==> config.mk <==
export PLATFORM = sky130hd
export DESIGN_NAME = add_seq_ctrl
export DESIGN_NICKNAME = d
export VERILOG_FILES = /design/src/rtl/add_seq_ctrl.sv
export SDC_FILE = /design/constraint.sdc
export NUM_CORES = 1
export LEC_CHECK = 0
export CORE_MARGIN = 8
export CORE_UTILIZATION = 51
export DETAILED_ROUTE_END_ITERATION = 8
export GPL_TIMING_DRIVEN = 0
export PLACE_DENSITY = 0.81
export REMOVE_ABC_BUFFERS = 1
export SYNTH_ARGS = -nofsm -noshare
export SYNTH_HDL_FRONTEND = slang
export SYNTH_SLANG_ARGS = --single-unit
==> constraint.sdc <==
create_clock -name clk -period 3 [get_ports clk]
set_input_delay 0.3 -clock clk [delete_from_list [all_inputs] [get_ports clk]]
set_output_delay 0.3 -clock clk [all_outputs]
set_load 0.01 [all_outputs]
==> src/rtl/add_seq_ctrl.sv <==
// Sequential nibble-serial adder/subtractor.
// One 4-bit carry-lookahead slice is reused across all nibbles, LSB first.
module add_seq_ctrl #(
    parameter int NIBBLES = 4
) (
    input  logic                 clk,
    input  logic                 rst_n,
    input  logic                 clr,
    input  logic                 in_valid,
    output logic                 in_ready,
    input  logic [4*NIBBLES-1:0] A,
    input  logic [4*NIBBLES-1:0] B,
    input  logic                 sub,
    output logic                 out_valid,
    input  logic                 out_ready,
    output logic [4*NIBBLES-1:0] Sum,
    output logic                 Cout,
    output logic                 Ovfl,
    output logic                 Zero,
    output logic                 Neg
);

    localparam int W  = 4 * NIBBLES;
    localparam int IW = (NIBBLES > 1) ? $clog2(NIBBLES) : 1;
    localparam logic [IW-1:0] LAST = IW'(NIBBLES - 1);

    typedef enum logic [1:0] {
        IDLE,
        BUSY,
        DONE
    } state_t;

    state_t state_q, state_d;

    logic [NIBBLES-1:0][3:0] a_q, b_q, sum_q;
    logic [IW-1:0]           idx_q;
    logic                    cy_q, cout_q, ovfl_q;

    logic [3:0] a_nib, b_nib, g, p, s;
    logic [4:0] c;
    logic       last, accept;

    assign last   = (idx_q == LAST);
    assign accept = (state_q == IDLE) && in_valid && !clr;

    assign a_nib = a_q[idx_q];
    assign b_nib = b_q[idx_q];
    assign g     = a_nib & b_nib;
    assign p     = a_nib ^ b_nib;

    assign c[0] = cy_q;
    assign c[1] = g[0] | (p[0] & c[0]);
    assign c[2] = g[1] | (p[1] & g[0]) | (p[1] & p[0] & c[0]);
    assign c[3] = g[2] | (p[2] & g[1]) | (p[2] & p[1] & g[0])
                | (p[2] & p[1] & p[0] & c[0]);
    assign c[4] = g[3] | (p[3] & g[2]) | (p[3] & p[2] & g[1])
                | (p[3] & p[2] & p[1] & g[0])
                | (p[3] & p[2] & p[1] & p[0] & c[0]);
    assign s    = p ^ c[3:0];

    always_ff @(posedge clk or negedge rst_n) begin
        if (!rst_n) state_q <= IDLE;
        else        state_q <= state_d;
    end

    always_comb begin
        state_d = state_q;
        unique case (state_q)
            IDLE:    if (in_valid) state_d = BUSY;
            BUSY:    if (last) state_d = DONE;
            DONE:    if (out_ready) state_d = IDLE;
            default: state_d = IDLE;
        endcase
        if (clr) state_d = IDLE;
    end

    always_ff @(posedge clk or negedge rst_n) begin
        if (!rst_n) begin
            a_q    <= '0;
            b_q    <= '0;
            sum_q  <= '0;
            idx_q  <= '0;
            cy_q   <= 1'b0;
            cout_q <= 1'b0;
            ovfl_q <= 1'b0;
        end else if (clr) begin
            idx_q <= '0;
        end else if (accept) begin
            a_q   <= A;
            b_q   <= B ^ {W{sub}};
            cy_q  <= sub;
            idx_q <= '0;
            sum_q <= '0;
        end else if (state_q == BUSY) begin
            sum_q[idx_q] <= s;
            cy_q         <= c[4];
            if (last) begin
                cout_q <= c[4];
                ovfl_q <= c[4] ^ c[3];
                idx_q  <= '0;
            end else begin
                idx_q <= idx_q + IW'(1);
            end
        end
    end

    assign in_ready  = (state_q == IDLE);
    assign out_valid = (state_q == DONE);
    assign Sum       = sum_q;
    assign Cout      = cout_q;
    assign Ovfl      = ovfl_q;
    assign Zero      = (sum_q == '0);
    assign Neg       = sum_q[NIBBLES-1][3];

endmodule

* Yosys cells after proc, flatten, opt, wreduce, memory -nomap -nowiden
Index checks and enable logic that the tools add are counted.
** Word-level totals
- Memories kept :: 0
- Memory bits (writable) :: 0
- Bits in registers :: 55
- Logic and storage cells :: 91
- Memory bits (read-only) :: 0
- Bits in latches :: 0
** Cells by class
- Multiplexer cells :: 20
- Bitwise operators :: 33
- Divide/modulo/power cells :: 0
- $lt $le $gt $ge :: 2
- Shift operators :: 0
- Reduce and logical (&&, ||, !) cells :: 12
- $add $sub $neg :: 1
- Multiply operators :: 0
- Eq/ne operators :: 6
** Operators with widths (count)
- $mux 16 :: 2
- $and 1x1->1 :: 16
- $bmux 4 s2 :: 2
- $bwmux 16 :: 1
- $logic_not 16->1 :: 1
- $mux 2 :: 8
- $xor 16x16->16 :: 1
- $mux 4 :: 3
- $or 1x1->1 :: 10
- $demux 4 s2 :: 1
- $xor 4x4->4 :: 2
- $ne 3x3->1 const B :: 2
- $pmux 2 s3 :: 1
- $and 4x4->4 :: 1
- $eq 2x2->1 const B :: 2
- $reduce_and 2->1 :: 2
- $reduce_and 4->1 :: 1
- $logic_and 1x1->1 :: 3
- $lt 2x3->1 const B :: 1
- $ne 3x2->1 const B :: 1
- $reduce_and 3->1 :: 1
- $reduce_bool 3->1 :: 1
- $add 2x1->2 const B :: 1
- $eq 2x1->1 const B :: 1
- 7 further kinds :: 9

* Depth between registers and ports, before layout
- Depth after elaboration :: 11
- Mapped depth :: 7
- Depth with buffers taken out :: 6

* Least setup slack after synthesis
OpenSTA, ideal clock, no wires.
- Kind :: reg2reg
- Start point :: reg idx_q[0]
- End point :: reg sum_q, in the netlist Neg
- Data arrival time :: 2.221 ns
- Clock period less this slack :: 2.353 ns
- Setup time :: 0.132 ns
- Path buffers :: 1
- Cell stages (with the launch flop) :: 8
- Slack :: 0.647 ns
- Data required time :: 2.868 ns
- Path through :: dfrtp_1 buf_2 mux4_2 ha_1 a211oi_1 o21bai_1 xnor2_1 o21ai_0
** Between the ends
- Word-level cells in the longest chain between the ends :: 11
- Elaborated cells on any way between the ends :: 23
- Classes of those cells :: order compare: 2; mux: 9; bitwise: 11; reduce/logical: 1
** RTL lines
- start, declared :: line 36 : logic [IW-1:0] idx_q;
- start signal, assigned :: line 102 : idx_q <= idx_q + IW'(1);
- $bmux 4 s2 (on tied branches) :: line 46, 47
- $mux 4 (on tied branches) :: line 46, 47
- $xor 4x4->4 or $and 4x4->4 (tied branches) :: line 49, 48
- $and 1x1->1 (on tied branches) :: line 54, 55
- $or 1x1->1 (tied with other cells) :: line 54 : assign c[3] = g[2] | (p[2] & g[1]) | (p[2] & p[1] & g[0])
- $or 1x1->1 or $and 1x1->1 (tied branches) :: line 54, 55
- $or 1x1->1 :: line 55 : | (p[2] & p[1] & p[0] & c[0]);
- $xor 4x4->4 :: line 59 : assign s = p ^ c[3:0];
- $bwmux 16 (*) :: line 95 : sum_q[idx_q] <= s;
- $mux 16 (*) :: line 94 : end else if (state_q == BUSY) begin
- $mux 16 (*) :: line 88 : end else if (accept) begin
- end signal, assigned by index :: line 95
- end, declared :: line 35 : logic [NIBBLES-1:0][3:0] a_q, b_q, sum_q;
Mark *: on every way between the ends. The rest lies on a longest branch, timed or not. The select of a mux whose other input is x is not followed.
A chain may end at the register's enable or synchronous reset.

* Worst setup path after layout
- Start point :: reg idx_q[0]
- End point :: reg sum_q, in the netlist Sum[7]
Same word-level chain as after synthesis.

==> key figures <==
Timing
  • Final-report setup violation count: 0
  • Tmin final: 2.71 ns
  • Final Hold Vio Count: 0
  • Final setup TNS: 0 ns
  • RSZ-0062 raised after global routing: no
  • Hold Slack: 0.493 ns
  • Count of final max-slew check failures: 0
  • Final worst path period share: 0.903
  • FMAX: 369 MHz
  • Worst Max-Slew Pin Slew: 0.881 ns
  • Rel. slew slack: 0.411
  • Clock Skews: 0.00749 ns

Synth
  • Synth Warn #: 0
  • Mapped cell area: 2760 um^2
  • Cell count after synthesis: 233
  • Library cells used by synthesis: 32
  • Yosys reg bits: 55
  • Syn Area/Cell: 11.9 um^2
  • Seq/Total Area, Yosys: 0.498
  • Dominant synthesized flop cell: dfrtp_1
  • Async set or reset register ratio after synthesis: 1.00
  • EDFF count, synth: 0

Floorplanning
  • IO Pins: 60
  • Starting Density: 0.534
  • Die extent in x: 89.6 um
  • Die height: 89.6 um
  • Core area: 5170 um^2
  • Die ar.: 8030 um^2
  • FP Rows: 26

Global routing
  • Total grt overflow: 0
  • Initial antenna violation count: 0
  • Number of global-route vias before repair: 2085
  • Pin count of the biggest net entering global routing: 36
  • Total GRT Usage: 0.154
  • First-pass GRT wire length: 9670 um

Worst setup path
  • Crit path capture type: flip-flop
  • Critical Path RT: 3.18 ns
  • CP Launch Type: flip-flop
  • Kind of critical path: reg -> reg
  • Worst r2r dst: Sum[7]
  • CP arrival: 2.89 ns
  • Worst reg2reg path depth: 6
  • Reg2reg start: idx_q[0]
  • Worst-path fanout max: 13
  • Register-to-Register Setup Slack: 0.29 ns

Routing
  • Drc violations: 0
  • Detail-routed via count per cell: 5.43
  • First drt pass iteration count: 4
  • Vias: 1954
  • Initial DRC count: 108
  • DRT antenna net count: 0
  • Final wirelength: 5630 um
  • WL/cell: 15.6 um

Place
  • DP Wirelength: 4310 um
  • GPL Wtd Cong: 0.783
  • Number of cells after detailed placement: 352
  • Port bufs: 59

Layout
  • Layout Area Growth over Synthesis: 27.7%
  • Final std cells w/o fill: 360
  • Layout cells sized above 1: 0.138
  • Most frequent cells in the layout: 58 x clkdlybuf4s50_1, 55 x dfrtp_1, 31 x nor2_1
  • Final-stage net count: 338
  • Diode count: 0
  • Most common cell after layout, fill and taps aside: clkdlybuf4s50_1
  • Utilization after layout: 0.682

Power
  • Static leakage power: 1.43 nW
  • VDD IR-drop max: 0.365 mV
  • Tot Pwr: 0.00212 W
  • Pwr/cell area: 601 nW/um^2

Clocking
  • CTS root buf: clkbuf_8
  • Max Buffers Root-to-Sink: 2
  • Worst-skew pair later-pin latency: 0.30 ns
  • Post-CTS setup buffers: 0
  • CTS tree: yes
  • CTS buffer count: 5
  • Clock slew at reported path FFs: 0.09 ns
  • CTS HTree Levels: 2
  • Clk sinks: 55

Outcome
  • Status: finished clean

Flow run
  • Max Cap Viol: 0

Min path
  • Worst hold path type: in -> async
[registers in the layout, summed over array words and instances (netlist names)]
register	cells
Sum	15
state_q	2
Ovfl	1
a_q	16
idx_q	2
b_q	16
Neg	1
Cout	1
cy_q	1
[Yosys cell counts (all sizes together), types with 4 or more instances]
library cell	number	share of area
nor2	31	0.042
buf	13	0.031
mux4	8	0.065
inv	4	0.0054
a21oi	23	0.042
xnor2	18	0.057
dfrtp	55	0.50
o21ai	5	0.0091
nor4	4	0.0091
ha	9	0.041
a22o	12	0.038
nand2	8	0.011
mux2	16	0.065
[metrics by stage]
stage | setup slack (ns) | instance area, um^2
finish | 0.290 | 3530
CTS | 0.194 | 3520
detailed placement | 0.204 | 3410
floorplan | 0.353 | 2670
global route | 0.0113 | 3530
global placement | -0.738 | 3350
[routing by layer]
metal / track usage / wire, um / vias to the layer above / part of all wire
met5: 0 / 0 / - / 0
met4: 0.0483 / 62 / 0 / 0.011
met3: 0.0382 / 329 / 7 / 0.058
met2: 0.253 / 2740 / 58 / 0.49
met1: 0.195 / 2490 / 945 / 0.44
li1: - / - / 944 / -
[worst max-delay path by stage]
| stage | startpoint | endpoint | slack (ns) | cells after the start |
|---|---|---|---|---|
| 2_1_floorplan | state_q[0] | Sum[10] | 0.35 | 3 |
| 3_3_place_gp | clr | Sum[13] | -0.74 | 4 |
| 3_5_place_dp | idx_q[0] | Sum[14] | 0.20 | 4 |
| 4_1_cts | idx_q[0] | Sum[13] | 0.19 | 4 |
| 5_1_grt | idx_q[0] | Sum[7] | 0.01 | 6 |
| 6_report | idx_q[0] | Sum[7] | 0.29 | 6 |
[cell type report]
| class | count | area [um^2] |
|---|---|---|
| multi-input combinational | 160 | 1290 |
| fill | 386 | 1650 |
| timing repair buffer | 64 | 657 |
| tap | 70 | 87.6 |
| inverter | 4 | 15.0 |
| sequential | 55 | 1380 |
| clock inverter | 1 | 30.0 |
| clock buffer | 6 | 72.6 |
[worst max-delay path, stage by stage (launching register included)]
cell and delay (ns):
dfrtp_1 0.79, mux4_2 0.66, ha_1 0.34, a211oi_1 0.21
o21bai_1 0.15, xnor2_1 0.29, o21ai_0 0.15
[kinds of logic (layout without fill, tap and decap cells)]
family	Yosys count	after routing	synth area share
adders and majority gates	10	10	0.0480
and+or+nand+nor	56	56	0.105
muxes	26	26	0.138
buffers and inverters	18	75	0.0376
AOI/OAI and AO/OA	49	49	0.113
DFF	55	55	0.498
xor gates and xnor gates	19	19	0.0603
[repair_timing]
| item | 4_1_cts | 5_1_grt |
|---|---|---|
| endpoints found under the hold margin | 20 | 0 |
| hold buffers | 1 | 0 |
| endpoints found under the setup margin | 0 | 4 |
| gates resized for setup | 0 | 1 |
[where the power goes]
| group | total, W | leakage (nW) | internal [W] | switching [W] |
|---|---|---|---|---|
| combinational | 0.000689 | 0.701 | 0.000378 | 0.000311 |
| clock | 0.000468 | 0.0513 | 0.000245 | 0.000223 |
| sequential | 0.000962 | 0.675 | 0.000867 | 0.0000953 |
| total | 0.00212 | 1.43 | 0.00149 | 0.000630 |
No activity file was read; power rests on OpenSTA's default activity.
